==> src/rtl/lcd_dma_fetch_if.sv <==
// Read-burst request/grant port between the LCD fetch controller (master) and memory (slave).
interface lcd_dma_fetch_if;
  logic        bus_req;
  logic [31:0] bus_addr;
  logic [3:0]  bus_len;
  logic        bus_gnt;
  logic        bus_rvalid;
  logic [31:0] bus_rdata;

  modport master (
    output bus_req, bus_addr, bus_len,
    input  bus_gnt, bus_rvalid, bus_rdata
  );

  modport slave (
    input  bus_req, bus_addr, bus_len,
    output bus_gnt, bus_rvalid, bus_rdata
  );
endinterface

==> src/rtl/lcd_dma_fetch.sv <==
// Frame-buffer fetch controller: bursts frame words from memory into the LCD pixel FIFO.
// Optional underrun counter is built only when LCD_DMA_UNDERRUN_EN is defined.
module lcd_dma_fetch #(
  parameter int unsigned BURST_LEN  = 4,
  parameter int unsigned FIFO_DEPTH = 32
) (
  input  logic                  HCLK,
  input  logic                  HRESET,
  input  logic                  enable,
  input  logic                  v_sync,
  input  logic [31:0]           base_addr,
  input  logic [19:0]           frame_words,
  input  logic [5:0]            fifo_level,
  input  logic                  lcd_rd_en,
  lcd_dma_fetch_if.master       bus,
  output logic                  fifo_wr_en,
  output logic [31:0]           fifo_wdata,
  output logic                  busy,
  output logic                  frame_done,
  output logic [15:0]           underrun_cnt
);

  typedef enum logic [2:0] {StIdle, StArb, StBurst, StDrain, StDone} state_e;

  state_e      state_q, state_d;
  logic [31:0] addr_q, addr_d;
  logic [19:0] remain_q, remain_d;
  logic [3:0]  beats_q, beats_d;
  logic        restart_q, restart_d;
  logic        bus_req_q, bus_req_d;
  logic [31:0] bus_addr_q, bus_addr_d;
  logic [3:0]  bus_len_q, bus_len_d;
  logic        wr_en_q, wr_en_d;
  logic [31:0] wdata_q, wdata_d;
  logic        done_q, done_d;

  logic        start;
  logic [3:0]  len;
  logic [7:0]  need;
  logic        fits;
  logic        beats_end;
  logic [19:0] remain_dec;

  assign start      = v_sync && enable;
  assign len        = (remain_q < 20'(BURST_LEN)) ? remain_q[3:0] : 4'(BURST_LEN);
  // wr_en_q is a write the FIFO has not yet counted in fifo_level
  assign need       = 8'(fifo_level) + 8'(wr_en_q) + 8'(len);
  assign fits       = need <= 8'(FIFO_DEPTH);
  assign beats_end  = (beats_q == 4'd0) || (beats_q == 4'd1 && bus.bus_rvalid);
  assign remain_dec = (remain_q != 20'd0) ? remain_q - 20'd1 : 20'd0;

  always_ff @(posedge HCLK or posedge HRESET) begin
    if (HRESET) state_q <= StIdle;
    else        state_q <= state_d;
  end

  always_comb begin
    state_d = state_q;
    unique case (state_q)
      StIdle: begin
        if (start) state_d = (frame_words == 20'd0) ? StDone : StArb;
      end
      StArb: begin
        if (start)                             state_d = (frame_words == 20'd0) ? StDone : StArb;
        else if (bus_req_q && bus.bus_gnt)     state_d = StBurst;
        else if (!enable && !bus_req_q)        state_d = StIdle;
      end
      StBurst: begin
        if (start)          state_d = StDrain;
        else if (beats_end) state_d = (remain_dec == 20'd0) ? StDone :
                                      (!enable ? StIdle : StArb);
      end
      StDrain: begin
        if (beats_end) begin
          if (start)                    state_d = (frame_words == 20'd0) ? StDone : StArb;
          else if (restart_q && enable) state_d = (remain_q == 20'd0) ? StDone : StArb;
          else                          state_d = StIdle;
        end
      end
      StDone:  state_d = StIdle;
      default: state_d = StIdle;
    endcase
  end

  always_comb begin
    addr_d     = addr_q;
    remain_d   = remain_q;
    beats_d    = beats_q;
    restart_d  = restart_q;
    bus_req_d  = bus_req_q;
    bus_addr_d = bus_addr_q;
    bus_len_d  = bus_len_q;
    wr_en_d    = bus.bus_rvalid && (state_q == StBurst);
    wdata_d    = bus.bus_rdata;
    done_d     = (state_q == StDone);
    unique case (state_q)
      StIdle: begin
        if (start) begin
          addr_d   = base_addr;
          remain_d = frame_words;
        end
      end
      StArb: begin
        if (start) begin
          addr_d    = base_addr;
          remain_d  = frame_words;
          bus_req_d = 1'b0;
        end else if (bus_req_q) begin
          if (bus.bus_gnt) begin
            bus_req_d = 1'b0;
            beats_d   = bus_len_q;
          end
        end else if (enable && fits && remain_q != 20'd0) begin
          bus_req_d  = 1'b1;
          bus_addr_d = addr_q;
          bus_len_d  = len;
        end
      end
      StBurst: begin
        if (bus.bus_rvalid && beats_q != 4'd0) beats_d = beats_q - 4'd1;
        if (start) begin
          addr_d    = base_addr;
          remain_d  = frame_words;
          restart_d = 1'b1;
        end else if (bus.bus_rvalid) begin
          remain_d = remain_dec;
          addr_d   = addr_q + 32'd4;
        end
      end
      StDrain: begin
        if (bus.bus_rvalid && beats_q != 4'd0) beats_d = beats_q - 4'd1;
        if (start) begin
          addr_d   = base_addr;
          remain_d = frame_words;
        end
        restart_d = beats_end ? 1'b0 : (restart_q || start);
      end
      default: ;
    endcase
  end

  always_ff @(posedge HCLK or posedge HRESET) begin
    if (HRESET) begin
      addr_q     <= '0;
      remain_q   <= '0;
      beats_q    <= '0;
      restart_q  <= 1'b0;
      bus_req_q  <= 1'b0;
      bus_addr_q <= '0;
      bus_len_q  <= '0;
      wr_en_q    <= 1'b0;
      wdata_q    <= '0;
      done_q     <= 1'b0;
    end else begin
      addr_q     <= addr_d;
      remain_q   <= remain_d;
      beats_q    <= beats_d;
      restart_q  <= restart_d;
      bus_req_q  <= bus_req_d;
      bus_addr_q <= bus_addr_d;
      bus_len_q  <= bus_len_d;
      wr_en_q    <= wr_en_d;
      wdata_q    <= wdata_d;
      done_q     <= done_d;
    end
  end

  assign bus.bus_req  = bus_req_q;
  assign bus.bus_addr = bus_addr_q;
  assign bus.bus_len  = bus_len_q;
  assign fifo_wr_en   = wr_en_q;
  assign fifo_wdata   = wdata_q;
  assign frame_done   = done_q;
  assign busy         = (state_q != StIdle);

`ifdef LCD_DMA_UNDERRUN_EN
  logic [15:0] underrun_q;

  always_ff @(posedge HCLK or posedge HRESET) begin
    if (HRESET) begin
      underrun_q <= '0;
    end else if (v_sync) begin
      underrun_q <= '0;
    end else if (busy && lcd_rd_en && fifo_level == 6'd0 && underrun_q != 16'hFFFF) begin
      underrun_q <= underrun_q + 16'd1;
    end
  end

  assign underrun_cnt = underrun_q;
`else
  logic unused_rd_en;
  assign unused_rd_en = lcd_rd_en;
  assign underrun_cnt = '0;
`endif

endmodule

==> src/flat_wrapper.sv <==
// flat-port wrapper written by rule: the top's interface ports become plain ports
module lcd_dma_fetch_flat 
#(
  parameter int unsigned BURST_LEN  = 4,
  parameter int unsigned FIFO_DEPTH = 32
)
  (HCLK, HRESET, enable, v_sync, base_addr, frame_words, fifo_level, lcd_rd_en, fifo_wr_en, fifo_wdata, busy, frame_done, underrun_cnt, bus_bus_req, bus_bus_addr, bus_bus_len, bus_bus_gnt, bus_bus_rvalid, bus_bus_rdata);
  lcd_dma_fetch_if bus_i ();
  input  logic HCLK;
  input  logic HRESET;
  input  logic enable;
  input  logic v_sync;
  input  logic [31:0] base_addr;
  input  logic [19:0] frame_words;
  input  logic [5:0] fifo_level;
  input  logic lcd_rd_en;
  output logic fifo_wr_en;
  output logic [31:0] fifo_wdata;
  output logic busy;
  output logic frame_done;
  output logic [15:0] underrun_cnt;
  output wire logic [$bits(bus_i.bus_req)-1:0] bus_bus_req;
  output wire logic [$bits(bus_i.bus_addr)-1:0] bus_bus_addr;
  output wire logic [$bits(bus_i.bus_len)-1:0] bus_bus_len;
  input wire logic [$bits(bus_i.bus_gnt)-1:0] bus_bus_gnt;
  input wire logic [$bits(bus_i.bus_rvalid)-1:0] bus_bus_rvalid;
  input wire logic [$bits(bus_i.bus_rdata)-1:0] bus_bus_rdata;
  assign bus_bus_req = bus_i.bus_req;
  assign bus_bus_addr = bus_i.bus_addr;
  assign bus_bus_len = bus_i.bus_len;
  assign bus_i.bus_gnt = bus_bus_gnt;
  assign bus_i.bus_rvalid = bus_bus_rvalid;
  assign bus_i.bus_rdata = bus_bus_rdata;
  lcd_dma_fetch #(.BURST_LEN(BURST_LEN), .FIFO_DEPTH(FIFO_DEPTH)) u_core (.HCLK(HCLK), .HRESET(HRESET), .enable(enable), .v_sync(v_sync), .base_addr(base_addr), .frame_words(frame_words), .fifo_level(fifo_level), .lcd_rd_en(lcd_rd_en), .bus(bus_i), .fifo_wr_en(fifo_wr_en), .fifo_wdata(fifo_wdata), .busy(busy), .frame_done(frame_done), .underrun_cnt(underrun_cnt));
endmodule
==> config.mk <==
export PLATFORM = sky130hd
export DESIGN_NAME = lcd_dma_fetch_flat
export DESIGN_NICKNAME = d
export VERILOG_FILES = /design/src/rtl/lcd_dma_fetch_if.sv /design/src/rtl/lcd_dma_fetch.sv /design/src/flat_wrapper.sv
export SDC_FILE = /design/constraint.sdc
export NUM_CORES = 1
export LEC_CHECK = 0
export ABC_AREA = 1
export BUFFER_PORTS_ARGS = -buffer_cell sky130_fd_sc_hd__buf_2
export CAP_MARGIN = 20
export CELL_PAD_IN_SITES_DETAIL_PLACEMENT = 1
export CELL_PAD_IN_SITES_GLOBAL_PLACEMENT = 2
export CORE_MARGIN = 3
export CORE_UTILIZATION = 30
export DETAILED_ROUTE_END_ITERATION = 10
export GPL_ROUTABILITY_DRIVEN = 1
export PLACE_DENSITY_LB_ADDON = 0.3
export SLEW_MARGIN = 15
export SYNTH_ARGS = -nofsm -noshare
export SYNTH_HDL_FRONTEND = slang
export SYNTH_SLANG_ARGS = --single-unit
==> constraint.sdc <==
create_clock -name HCLK -period 4.8 [get_ports HCLK]
set_clock_uncertainty 0.1 [all_clocks]
set_input_delay 0.48 -clock HCLK [delete_from_list [all_inputs] [get_ports HCLK]]
set_output_delay 0.48 -clock HCLK [all_outputs]
set_load 0.005 [all_outputs]
Word-level counts from Yosys, hierarchy flattened

Cells that the tools add are included.

Register bits after elaboration: 131
Input port bits: 97
Output and inout port bits: 88

Add/subtract/negate cells: 5
$lt $le $gt $ge: 2
Eq/ne operators: 16
Muxes and demuxes: 36
Bitwise gates (word level): 2
Reductions and logical operators: 31

Operators by type and width:

| kind                    | count |
|---|---|
| $mux W32                | 3 |
| $mux W20                | 4 |
| $pmux W32 S2            | 1 |
| $logic_not A20 Y1       | 3 |
| $pmux W20 S2            | 1 |
| $mux W3                 | 12 |
| $add A32 B3 Y32 const B | 1 |
| $lt A20 B3 Y1 const B   | 1 |
| $mux W4                 | 5 |
| $reduce_bool A20 Y1     | 1 |
| $sub A20 B1 Y20 const B | 1 |
| $ne A2 B1 Y1 const B    | 6 |
| $pmux W3 S4             | 1 |
| $logic_and A1 B1 Y1     | 9 |
| $add A8 B4 Y8           | 1 |
| $le A8 B6 Y1 const B    | 1 |
| $pmux W4 S2             | 1 |
| $reduce_and A4 Y1       | 2 |
| $add A6 B1 Y7           | 1 |
| $mux W1                 | 7 |
| $eq A3 B2 Y1 const B    | 2 |
| $reduce_bool A2 Y1      | 3 |
| $reduce_and A5 Y1       | 1 |
| $eq A4 B1 Y1 const B    | 1 |
| 19 further kinds        | 23 |

Logic depth before layout (Yosys ltp)

Gate-level depths: netlist of the first run.

Depth after elaboration: 9
Mapped depth: 20

Worst setup path after synthesis of the first run

Ideal clock, no wire load.

Path type: register -> register
Start point: register u_core.remain_q[4]
End point: register u_core.bus_addr_q[31], in the netlist u_core.bus.bus_addr[31]
Setup time: 121 ps
Data arrival time: 2743 ps
Required time: 4579 ps
Setup slack: 1836 ps
Cell stages (with the launch flop): 21
Buffers on the path: 2
Clock period less this slack: 2964 ps
Path through: dfrtp_1 -> nor2_1 -> nand2_2 -> nor2_4 -> nand4_1 -> nor2_1 -> ha_1 -> inv_1 -> fa_1 -> nor2_1 -> a211oi_2 -> xnor2_1 -> nand4_1 -> nand2_1 -> nand2_1 -> inv_2 -> nand2_4 -> buf_6 -> buf_6 -> nand2_1 -> o21ai_1

Word-level cells in the longest chain between the ends: 7
Elaborated cells on any way between the ends: 8
Those cells by class: 1 x add/sub; 2 x order compare; 1 x mux; 4 x reduce/logical

Ends and longest elaborated chain:

| item                               | RTL line             | source |
|---|---|---|
| start: declaration                 | lcd_dma_fetch.sv:27  | `logic [19:0] remain_q, remain_d;` |
| start signal: assignment           | lcd_dma_fetch.sv:156 | `remain_q <= remain_d;` |
| $lt A20 B3 Y1                      | lcd_dma_fetch.sv:45  | `assign len = (remain_q < 20'(BURST_LEN)) ? remain_q[3:0] : 4'(BURST_LEN);` |
| $mux W4                            | lcd_dma_fetch.sv:45  |  |
| via u_core.len[2]                  | lcd_dma_fetch.sv:38  | `logic [3:0] len;` |
| $add A8 B4 Y8                      | lcd_dma_fetch.sv:47  | `assign need = 8'(fifo_level) + 8'(wr_en_q) + 8'(len);` |
| $le A8 B6 Y1                       | lcd_dma_fetch.sv:48  | `assign fits = need <= 8'(FIFO_DEPTH);` |
| $logic_and A1 B1 Y1 (2 in series)  | lcd_dma_fetch.sv:113 | `end else if (enable && fits && remain_q != 20'd0) begin` |
| $reduce_and A4 Y1 (no source line) | -                    |  |
| end signal: assignment             | lcd_dma_fetch.sv:160 | `bus_addr_q <= bus_addr_d;` |
| end: declaration                   | lcd_dma_fetch.sv:31  | `logic [31:0] bus_addr_q, bus_addr_d;` |

The timed path passes the listed nets, and every way through them passes these cells.
A chain may end at the register's enable or synchronous reset.

Final worst setup path of the first run

Start point: register u_core.remain_q[6]
End point: register u_core.bus_addr_q[17], in the netlist u_core.bus.bus_addr[17]

Same word-level chain as after synthesis.

==> metrics.log, run 1 <==
INFO  metric multiInputGateArea = 3180 sq um
INFO  metric grt_setup_unrepaired = false
INFO  metric place.gp.congestion = 0.783
INFO  metric die_w = 159 um
INFO  metric clock-sinks = 131
INFO  metric crit-reg2reg-launch = u_core.remain_q[6]$_DFFE_PP0P_
INFO  metric synth.avg_cell_area = 8.03 sq um
INFO  metric port_buffers = 167
INFO  metric cp.arrival = 4.01 ns
INFO  metric number_of_buffers_added_by_the_clock_tree_synthesis_step = 17
INFO  metric cts.path.max_buffers = 2
INFO  metric cts_tree = yes
INFO  metric timing.reg2reg.setup_slack = 1.03 ns
INFO  metric io_pins = 185
INFO  metric worst-path-buf-inv = 2
INFO  metric layout.area.seq = 3280 sq um
INFO  metric setup_viol = 0
INFO  metric detailedRoute.firstPassIterationCount = 5
INFO  metric cts.repair.resized = 0
INFO  metric synth.ff_latch_count = 131
INFO  metric crit_path_max_fo = 69
INFO  metric fill_cells = 2877
INFO  metric synthDistinctLibCells = 44
INFO  metric numPlacedInstances = 1335
INFO  metric drt_drc_violations_left = 0
INFO  metric min_path_type = input port to async pin
INFO  metric ant_nets = 0
INFO  metric most_frequent_standard_cell_in_the_layout_excluding_fill_and_tap_cells = sky130_fd_sc_hd__nand2_1
INFO  metric outcome = complete, but fails checks
INFO  metric cts_hold_fix_bufs = 0
INFO  metric whs = -0.0153 ns
INFO  metric cap_viol_max_count = 0
INFO  metric dr_total_vias = 6528
INFO  metric floorplan.core_area = 22800 sq um
INFO  metric gr-usage-all-layers = 0.178
INFO  metric flow.area_growth_from_synthesis = 23.7%
INFO  metric clk-insertion-delay-late = 0.43 ns
INFO  metric grt_start_max_net_pins = 76
INFO  metric powerDensity = 527 nW/um^2
INFO  metric ws_path_type = register to register
INFO  metric slew_headroom = 0.415
INFO  metric required = 5.03 ns
INFO  metric final_hold_violating_endpoints = 15
INFO  metric hpwl_dp = 16.0 mm
INFO  metric tightest_slew = 0.877 ns
INFO  metric drive_above_1_share = 0.238
INFO  metric netlist_area = 7050 sq um
INFO  metric drt-total-wl = 22.1 mm
INFO  metric cp_top_family = simple AND/OR/NAND/NOR gates
INFO  metric postSynth.asyncResetShare = 1.00
INFO  metric core.rowCount = 55
INFO  metric violations = hold timing
INFO  metric ctsHtreeMaxLevel = 4
INFO  metric max_stage_delay = 0.43 ns
INFO  metric most_frequent_cp_cell = sky130_fd_sc_hd__nor2_1
INFO  metric timing.final.crit_share = 0.786
INFO  metric violation_count_after_the_first_detailed_routing_iteration = 266
INFO  metric commonest_cells_after_routing_fill_and_taps_aside = sky130_fd_sc_hd__nand2_1 (179), sky130_fd_sc_hd__buf_2 (167), sky130_fd_sc_hd__dfrtp_1 (131)
INFO  metric die_outline_area = 25400 sq um
INFO  metric post_drt_wl_per_cell = 16.2 um
INFO  metric timing.fmax = 265 MHz
INFO  metric static-leakage-power = 0.00427 uW
INFO  metric element_type_at_the_critical_path_start = register
INFO  metric post_cts_repair_timing_setup_buffer_count = 0
INFO  metric initial_util = 0.309
INFO  metric seq_area_frac_synth = 0.465
INFO  metric instances_no_fill = 1368
INFO  metric number_of_global_route_vias_before_repair = 6843
INFO  metric ir_drop = 0.000168 V
INFO  metric crit-reg2reg-capture = u_core.bus.bus_addr[17]$_DFFE_PP0P_
INFO  metric die_height = 159 um
INFO  metric clk_pin_slew = 0.07 ns
INFO  metric final_nets = 1149
INFO  metric detail_route.vias_per_cell = 4.77
INFO  metric fin_tns_setup = 0 ns
INFO  metric yosysWarningCount = 0
INFO  metric postSynthCellCount = 878
INFO  metric fin_crit = 3.77 ns
INFO  metric timing.final.max_slew_violations = 0
INFO  metric initial_antenna_violation_count = 1
INFO  metric synth-edff-count = 0
INFO  metric worstPathCellList = nor2_1 > nand2_2 > nor2_4 > nand4_1 > nor2_1 > ha_1 > inv_1 > fa_1 > nor2_1 > a211oi_2 > xnor2_1 > nand4_1 > nand2_1 > nand2_1 > inv_2 > nand2_4 > o21ai_0
INFO  metric timing.critical_path.slowest_stage_cell = sky130_fd_sc_hd__dfrtp_1
INFO  metric grt_pass1_wl = 36.6 mm
INFO  metric ctsRootBufferMaster = sky130_fd_sc_hd__clkbuf_16
INFO  metric synthFlopType = sky130_fd_sc_hd__dfrtp_1
INFO  metric reg2reg_depth = 17
INFO  metric worstSetupEndpointType = register
INFO  metric grt_overflow = 0
==> layout make-up <==
type,count,share of cell area
Antenna cell,1,0.000287
Clock inverter,14,0.0191
Timing Repair Buffer,173,0.101
Inverter,104,0.0453
Sequential cell,131,0.376
Tap cell,313,0.0449
Multi-Input combinational cell,614,0.365
Clock buffer,18,0.0492
==> state kept, by name (all words and copies together), names as in the netlist, 3 cells and up <==
name                 flops
u_core.addr_q           32
u_core.beats_q           4
u_core.bus.bus_addr     32
u_core.bus.bus_len       4
u_core.fifo_wdata       32
u_core.remain_q         20
u_core.state_q           3
==> worst reg2reg max path, delay by kind of cell, from the launching register on <==
family                   cells  cell delay (ns)
AND/OR/NAND/NOR             10             1.76
adder cells (fa/ha/maj)      2             0.61
AO/OA/AOI/OAI                2             0.47
flip-flops                   1             0.43
buffers and inverters        2             0.16
XOR/XNOR                     1             0.14
==> cell usage after synthesis (all sizes together) (2+ instances only) <==
cell    count  area, sq um
a31oi       8         50.1
ha         10          125
a211oi      2         25.0
nor2       98          437
o21ai     100          523
dfrtp     131         3280
a22oi       3         22.5
nor3        9         61.3
nand2     184          713
nand3      56          303
or2         7         43.8
clkbuf     11         41.3
o22ai      18          113
o31ai       2         15.0
xnor2       3         26.3
buf        34          231
nand4      18          113
a21oi      31          155
nor4        6         37.5
xor2       14          123
inv       104          390
o211ai     22          165
==> cells by family after synthesis <==
kind of cell,after synthesis,synth area share
DFF,131,0.465
buffers and inverters,149,0.0940
adders and majority gates,11,0.0206
AOI/OAI and AO/OA,188,0.154
and+or+nand+nor,381,0.245
other,1,0.000532
xor gates and xnor gates,17,0.0211
==> metrics by stage <==
stage | utilization | hold slack, ns | total power (uW) | cell area (sq um) | worst slack, ns
global route | 0.382 | 0.0110 | 4990 | 8720 | 0.546
CTS | 0.382 | 0.000467 | 4670 | 8720 | 0.972
floorplan | - | 0.376 | 2730 | 7110 | 0.722
finish | 0.382 | -0.0153 | 4600 | 8720 | 1.03
global placement | 0.356 | 0.364 | 3250 | 8130 | 1.07
detailed placement | 0.356 | 0.366 | 3280 | 8130 | 0.992
==> power by group <==
group	internal [uW]	total, uW	leakage, uW	switching [uW]
Sequential	1440	1730	0.00160	286
Combinational	540	1510	0.00238	975
Clock	782	1350	0.000282	571
Total	2770	4600	0.00427	1830
==> how the worst max path moves through the flow <==
stage	cells after the start	slack (ns)	end	start
2_1_floorplan	1	0.72	u_core.addr_q[0]$_DFFE_PP0P_	HRESET
3_3_place_gp	18	1.07	u_core.bus.bus_addr[28]$_DFFE_PP0P_	u_core.remain_q[6]$_DFFE_PP0P_
5_1_grt	17	0.55	u_core.bus.bus_addr[21]$_DFFE_PP0P_	u_core.remain_q[12]$_DFFE_PP0P_
6_report	17	1.03	u_core.bus.bus_addr[17]$_DFFE_PP0P_	u_core.remain_q[6]$_DFFE_PP0P_
4_1_cts	17	0.97	u_core.bus.bus_addr[3]$_DFFE_PP0P_	u_core.remain_q[6]$_DFFE_PP0P_
3_5_place_dp	17	0.99	u_core.bus.bus_addr[12]$_DFFE_PP0P_	u_core.remain_q[6]$_DFFE_PP0P_
==> layer usage <==
metal	GRT usage	routed length, um	vias up
met5	0	0	-
met4	0.0430	243	0
met3	0.0380	799	17
met2	0.303	10900	126
met1	0.231	10200	3177
li1	-	-	3208
(Power assumes the default switching activity.)
==> inputs of run 2 (changes only) <==
--- a/config.mk
+++ b/config.mk
@@ -5,13 +5,13 @@
 export SDC_FILE = /design/constraint.sdc
 export NUM_CORES = 1
 export LEC_CHECK = 0
-export ABC_AREA = 1
+export ABC_AREA = 0
 export BUFFER_PORTS_ARGS = -buffer_cell sky130_fd_sc_hd__buf_2
 export CAP_MARGIN = 20
 export CELL_PAD_IN_SITES_DETAIL_PLACEMENT = 1
 export CELL_PAD_IN_SITES_GLOBAL_PLACEMENT = 2
 export CORE_MARGIN = 3
-export CORE_UTILIZATION = 30
+export CORE_UTILIZATION = 29
 export DETAILED_ROUTE_END_ITERATION = 10
 export GPL_ROUTABILITY_DRIVEN = 1
 export PLACE_DENSITY_LB_ADDON = 0.3
==> constraint.sdc (replaced) <==
create_clock -name HCLK -period 3.42 [get_ports HCLK]
set_clock_uncertainty 0.1 [all_clocks]
set_input_delay 0.342 -clock HCLK [delete_from_list [all_inputs] [get_ports HCLK]]
set_output_delay 0.342 -clock HCLK [all_outputs]
set_load 0.005 [all_outputs]
==> metrics.log, run 2 <==
INFO  metric element_type_at_the_critical_path_start = register
INFO  metric synth.avg_cell_area = 9.75 sq um (+21%)
INFO  metric drt_drc_violations_left = 0 (unchanged)
INFO  metric violations = hold timing, setup timing
INFO  metric die_outline_area = 25300 sq um (-0.50%)
INFO  metric core.rowCount = 55 (unchanged)
INFO  metric drive_above_1_share = 0.345 (+0.107)
INFO  metric postSynthCellCount = 696 (-21%)
INFO  metric clock-sinks = 131 (unchanged)
INFO  metric synthFlopType = sky130_fd_sc_hd__dfrtp_1
INFO  metric multiInputGateArea = 3290 sq um (+3.5%)
INFO  metric initial_util = 0.297 (-0.0118)
INFO  metric floorplan.core_area = 22800 sq um (unchanged)
INFO  metric most_frequent_standard_cell_in_the_layout_excluding_fill_and_tap_cells = sky130_fd_sc_hd__buf_2
INFO  metric min_path_type = input port to async pin
INFO  metric synthDistinctLibCells = 69 (+57%)
INFO  metric antenna_diode_instance_count = 0 (-1)
INFO  metric synthDominantAreaCellType = sky130_fd_sc_hd__dfrtp_1
INFO  metric die_height = 159 um (-0.25%)
INFO  metric ctsHtreeMaxLevel = 4 (unchanged)
INFO  metric postSynth.asyncResetShare = 1.00 (unchanged)
INFO  metric number_of_buffers_added_by_the_clock_tree_synthesis_step = 17 (unchanged)
INFO  metric worstSetupEndpointType = register
INFO  metric timing.final.ws_setup = -0.440 ns (-1.47 ns)
INFO  metric die_w = 159 um (-0.25%)
INFO  metric synth.most_common_cell = sky130_fd_sc_hd__dfrtp_1
INFO  metric whs = -0.0177 ns (-0.00240 ns)
INFO  metric timing.final.max_slew_violations = 0 (unchanged)
INFO  metric cts.path.max_buffers = 2 (unchanged)
INFO  metric grt_setup_unrepaired = true
INFO  metric timing.fmax = 259 MHz (-2.2%)
INFO  metric detailedRoute.firstPassIterationCount = 4 (-1)
INFO  metric powerDensity = 770 nW/um^2 (+46%)
INFO  metric layout.area.seq = 3280 sq um (unchanged)
INFO  metric grt_start_max_net_pins = 132 (+74%)
INFO  metric largest_family_of_logic_cells_by_synthesized_area = simple AND/OR/NAND/NOR gates
INFO  metric final_hold_violating_endpoints = 3 (-12)
INFO  metric detailed_place.area = 8200 sq um (+0.92%)
INFO  metric initial_antenna_violation_count = 0 (-1)
INFO  metric cap_viol_max_count = 0 (unchanged)
INFO  metric dr_total_vias = 6169 (-5.5%)
INFO  metric port_buffers = 167 (unchanged)
INFO  metric timing.critical_path.from = u_core.remain_q[19]$_DFFE_PP0P_
INFO  metric grt_pass1_wl = 36.4 mm (-0.51%)
INFO  metric fin_crit = 3.86 ns (+0.0865 ns)
INFO  metric synth_top_cell_area_share = 0.483 (+0.0185)
INFO  metric seq_area_frac_synth = 0.483 (+0.0185)
INFO  metric synthMuxAreaShare = 0.0789 (+0.0789)
INFO  metric synth-edff-count = 0 (unchanged)
INFO  metric flow.area_growth_from_synthesis = 37.4%
INFO  metric setup_viol = 37 (+37)
INFO  metric ir_drop = 0.000269 V (+60%)
INFO  metric drt-total-wl = 22.5 mm (+1.8%)
INFO  metric tightest_slew = 0.777 ns (-0.0994 ns)
INFO  metric fill_cells = 2697 (-6.3%)
INFO  metric cp.arrival = 4.07 ns (+0.06 ns)
INFO  metric slew_headroom = 0.482 (+0.0669)
INFO  metric synthAdderAreaFrac = 0.0214 (+0.000820)
INFO  metric synth.cells.most_frequent = sky130_fd_sc_hd__dfrtp_1 (131), sky130_fd_sc_hd__a21oi_1 (87), sky130_fd_sc_hd__nor2_1 (66), sky130_fd_sc_hd__o21ai_0 (65), sky130_fd_sc_hd__nand2_1 (49)
INFO  metric synthesized_area_fraction_occupied_by_and_or_nand_nor_cells = 0.173 (-0.0719)
INFO  metric number_of_global_route_vias_before_repair = 6576 (-3.9%)
INFO  metric synth-xor-area-share = 0.0155 (-0.00561)
INFO  metric dp_slack = -0.505 ns (-1.50 ns)
INFO  metric clk-insertion-delay-late = 0.43 ns (about the same)
INFO  metric met2_resource_use_gr = 0.297 (-0.00536)
INFO  metric yosysWarningCount = 0 (unchanged)
INFO  metric global_route.peak_usage_layer = met2
INFO  metric place.gp.congestion = 0.770 (-1.7%)
INFO  metric cts_tree = yes
INFO  metric outcome = complete, but fails checks
INFO  metric timing.final.crit_share = 1.13 (+0.343)
INFO  metric crit-reg2reg-launch = u_core.remain_q[19]$_DFFE_PP0P_
INFO  metric fin_util = 0.408 (+0.0260)
INFO  metric global_route.usage.met1 = 0.240 (+0.00908)
INFO  metric synth.top_cells.by_area = sky130_fd_sc_hd__dfrtp_1 (48%), sky130_fd_sc_hd__a21oi_1 (6.4%), sky130_fd_sc_hd__mux2_4 (6.4%)
INFO  metric clk_pin_slew = 0.07 ns (about the same)
INFO  metric ws_path_type = register to register
INFO  metric violation_count_after_the_first_detailed_routing_iteration = 291 (+9.4%)
INFO  metric fin_area = 9320 sq um (+6.8%)
INFO  metric grt_overflow = 0 (unchanged)
INFO  metric grt.met3_usage = 0.0317 (-0.00624)
INFO  metric crit_path_max_fo = 20 (-71%)
INFO  metric ant_nets = 0 (unchanged)
INFO  metric commonest_cells_after_routing_fill_and_taps_aside = sky130_fd_sc_hd__buf_2 (167), sky130_fd_sc_hd__dfrtp_1 (131), sky130_fd_sc_hd__a21oi_1 (85)
INFO  metric static-leakage-power = 0.00415 uW (-2.7%)
INFO  metric hpwl_dp = 15.5 mm (-3.0%)
INFO  metric final_nets = 1048 (-8.8%)
INFO  metric gr-usage-all-layers = 0.178 (+0.000608)
INFO  metric post_drt_wl_per_cell = 17.8 um (+10%)
INFO  metric required = 3.63 ns (-1.40 ns)
INFO  metric netlist_area = 6780 sq um (-3.8%)
INFO  metric synth.ff_latch_count = 131 (unchanged)
INFO  metric io_pins = 185 (unchanged)
INFO  metric synth_compound_area_frac = 0.168 (+0.0144)
INFO  metric detail_route.vias_per_cell = 4.87 (+2.1%)
INFO  metric ctsRootBufferMaster = sky130_fd_sc_hd__clkbuf_16
## run 2: cell types whose count changed after synthesis, sizes merged, moves of 17 or more
cell / before / now
mux2: 0 / 37
a21oi: 31 / 87
nand2: 184 / 51
nand3: 56 / 33
nor2: 98 / 66
inv: 104 / 14
o211ai: 22 / 5
o21ai: 100 / 66
## run 2: through the flow
step                instances  setup TNS, ns  total power, uW
floorplan                 712          -8.19             4120
global placement         1190         -13.54             5140
detailed placement       1190         -17.29             5170
CTS                      1264         -15.56             7230
global route             1266         -21.50             7690
finish                   1266         -14.70             7180
## run 2: power by group
group          switching, uW  internal, uW
clock network            808          1120
logic                   1350          1270
registers                539          2100
## run 2: cell type report
type | instances | share of cell area
Sequential cell | 131 | 0.352
Timing Repair Buffer | 260 | 0.182
Inverter | 14 | 0.00604
Clock inverter | 14 | 0.0177
Tap cell | 313 | 0.0420
Multi-Input combinational cell | 516 | 0.353
Clock buffer | 18 | 0.0471
## run 2: per-layer routing
metal,share of wire,vias to the layer above
met5,0,-
met3,0.034,18
li1,-,2980
met1,0.47,3050
met2,0.48,121
met4,0.013,0
## run 2: path summary, 6_finish.rpt
kind | to | slack, ns | cells past startpoint
worst min register to register | u_core.bus.bus_addr[30]$_DFFE_PP0P_ | 0.41 | 1
worst max-delay path | u_core.bus.bus_addr[10]$_DFFE_PP0P_ | -0.44 | 14
worst min-delay path | u_core.bus.bus_addr[15]$_DFFE_PP0P_ | -0.02 | 3
max in group asynchronous | u_core.bus.bus_addr[29]$_DFFE_PP0P_ | 2.62 | 3
min in group HCLK | u_core.addr_q[1]$_DFFE_PP0P_ | 0.06 | 2
worst max register to register | u_core.bus.bus_addr[10]$_DFFE_PP0P_ | -0.44 | 14
## run 2: timing repair
action                                 4_1_cts  5_1_grt
pin swaps                                    0        2
resized for setup                           13        5
endpoints found under the hold margin       32        0
hold buffers                                32        0
setup buffers                                9        2
cloned                                       1        0
setup endpoints to repair                   36       37
## run 2: cells by family (layout without fill, tap and decap cells)
kind of cell / after synthesis / in the layout
buffers and inverters: 65 / 306
DFF: 131 / 131
xor gates and xnor gates: 12 / 12
AOI/OAI and AO/OA: 204 / 204
muxes: 38 / 38
and+or+nand+nor: 234 / 234
other: 1 / 17
adders and majority gates: 11 / 11
## run 2: critical path, stage by stage, from the launching register on
cell,delay (ns)
sky130_fd_sc_hd__dfrtp_1,0.38
sky130_fd_sc_hd__or4_4,0.53
sky130_fd_sc_hd__and2b_2,0.24
sky130_fd_sc_hd__nand4_1,0.18
sky130_fd_sc_hd__nor2_2,0.17
sky130_fd_sc_hd__ha_2,0.20
sky130_fd_sc_hd__inv_2,0.04
sky130_fd_sc_hd__fa_2,0.35
sky130_fd_sc_hd__xor2_1,0.14
sky130_fd_sc_hd__nand3b_1,0.14
sky130_fd_sc_hd__o32a_1,0.32
sky130_fd_sc_hd__o211ai_1,0.12
sky130_fd_sc_hd__and3_4,0.28
sky130_fd_sc_hd__buf_12,0.21
sky130_fd_sc_hd__mux2_4,0.32
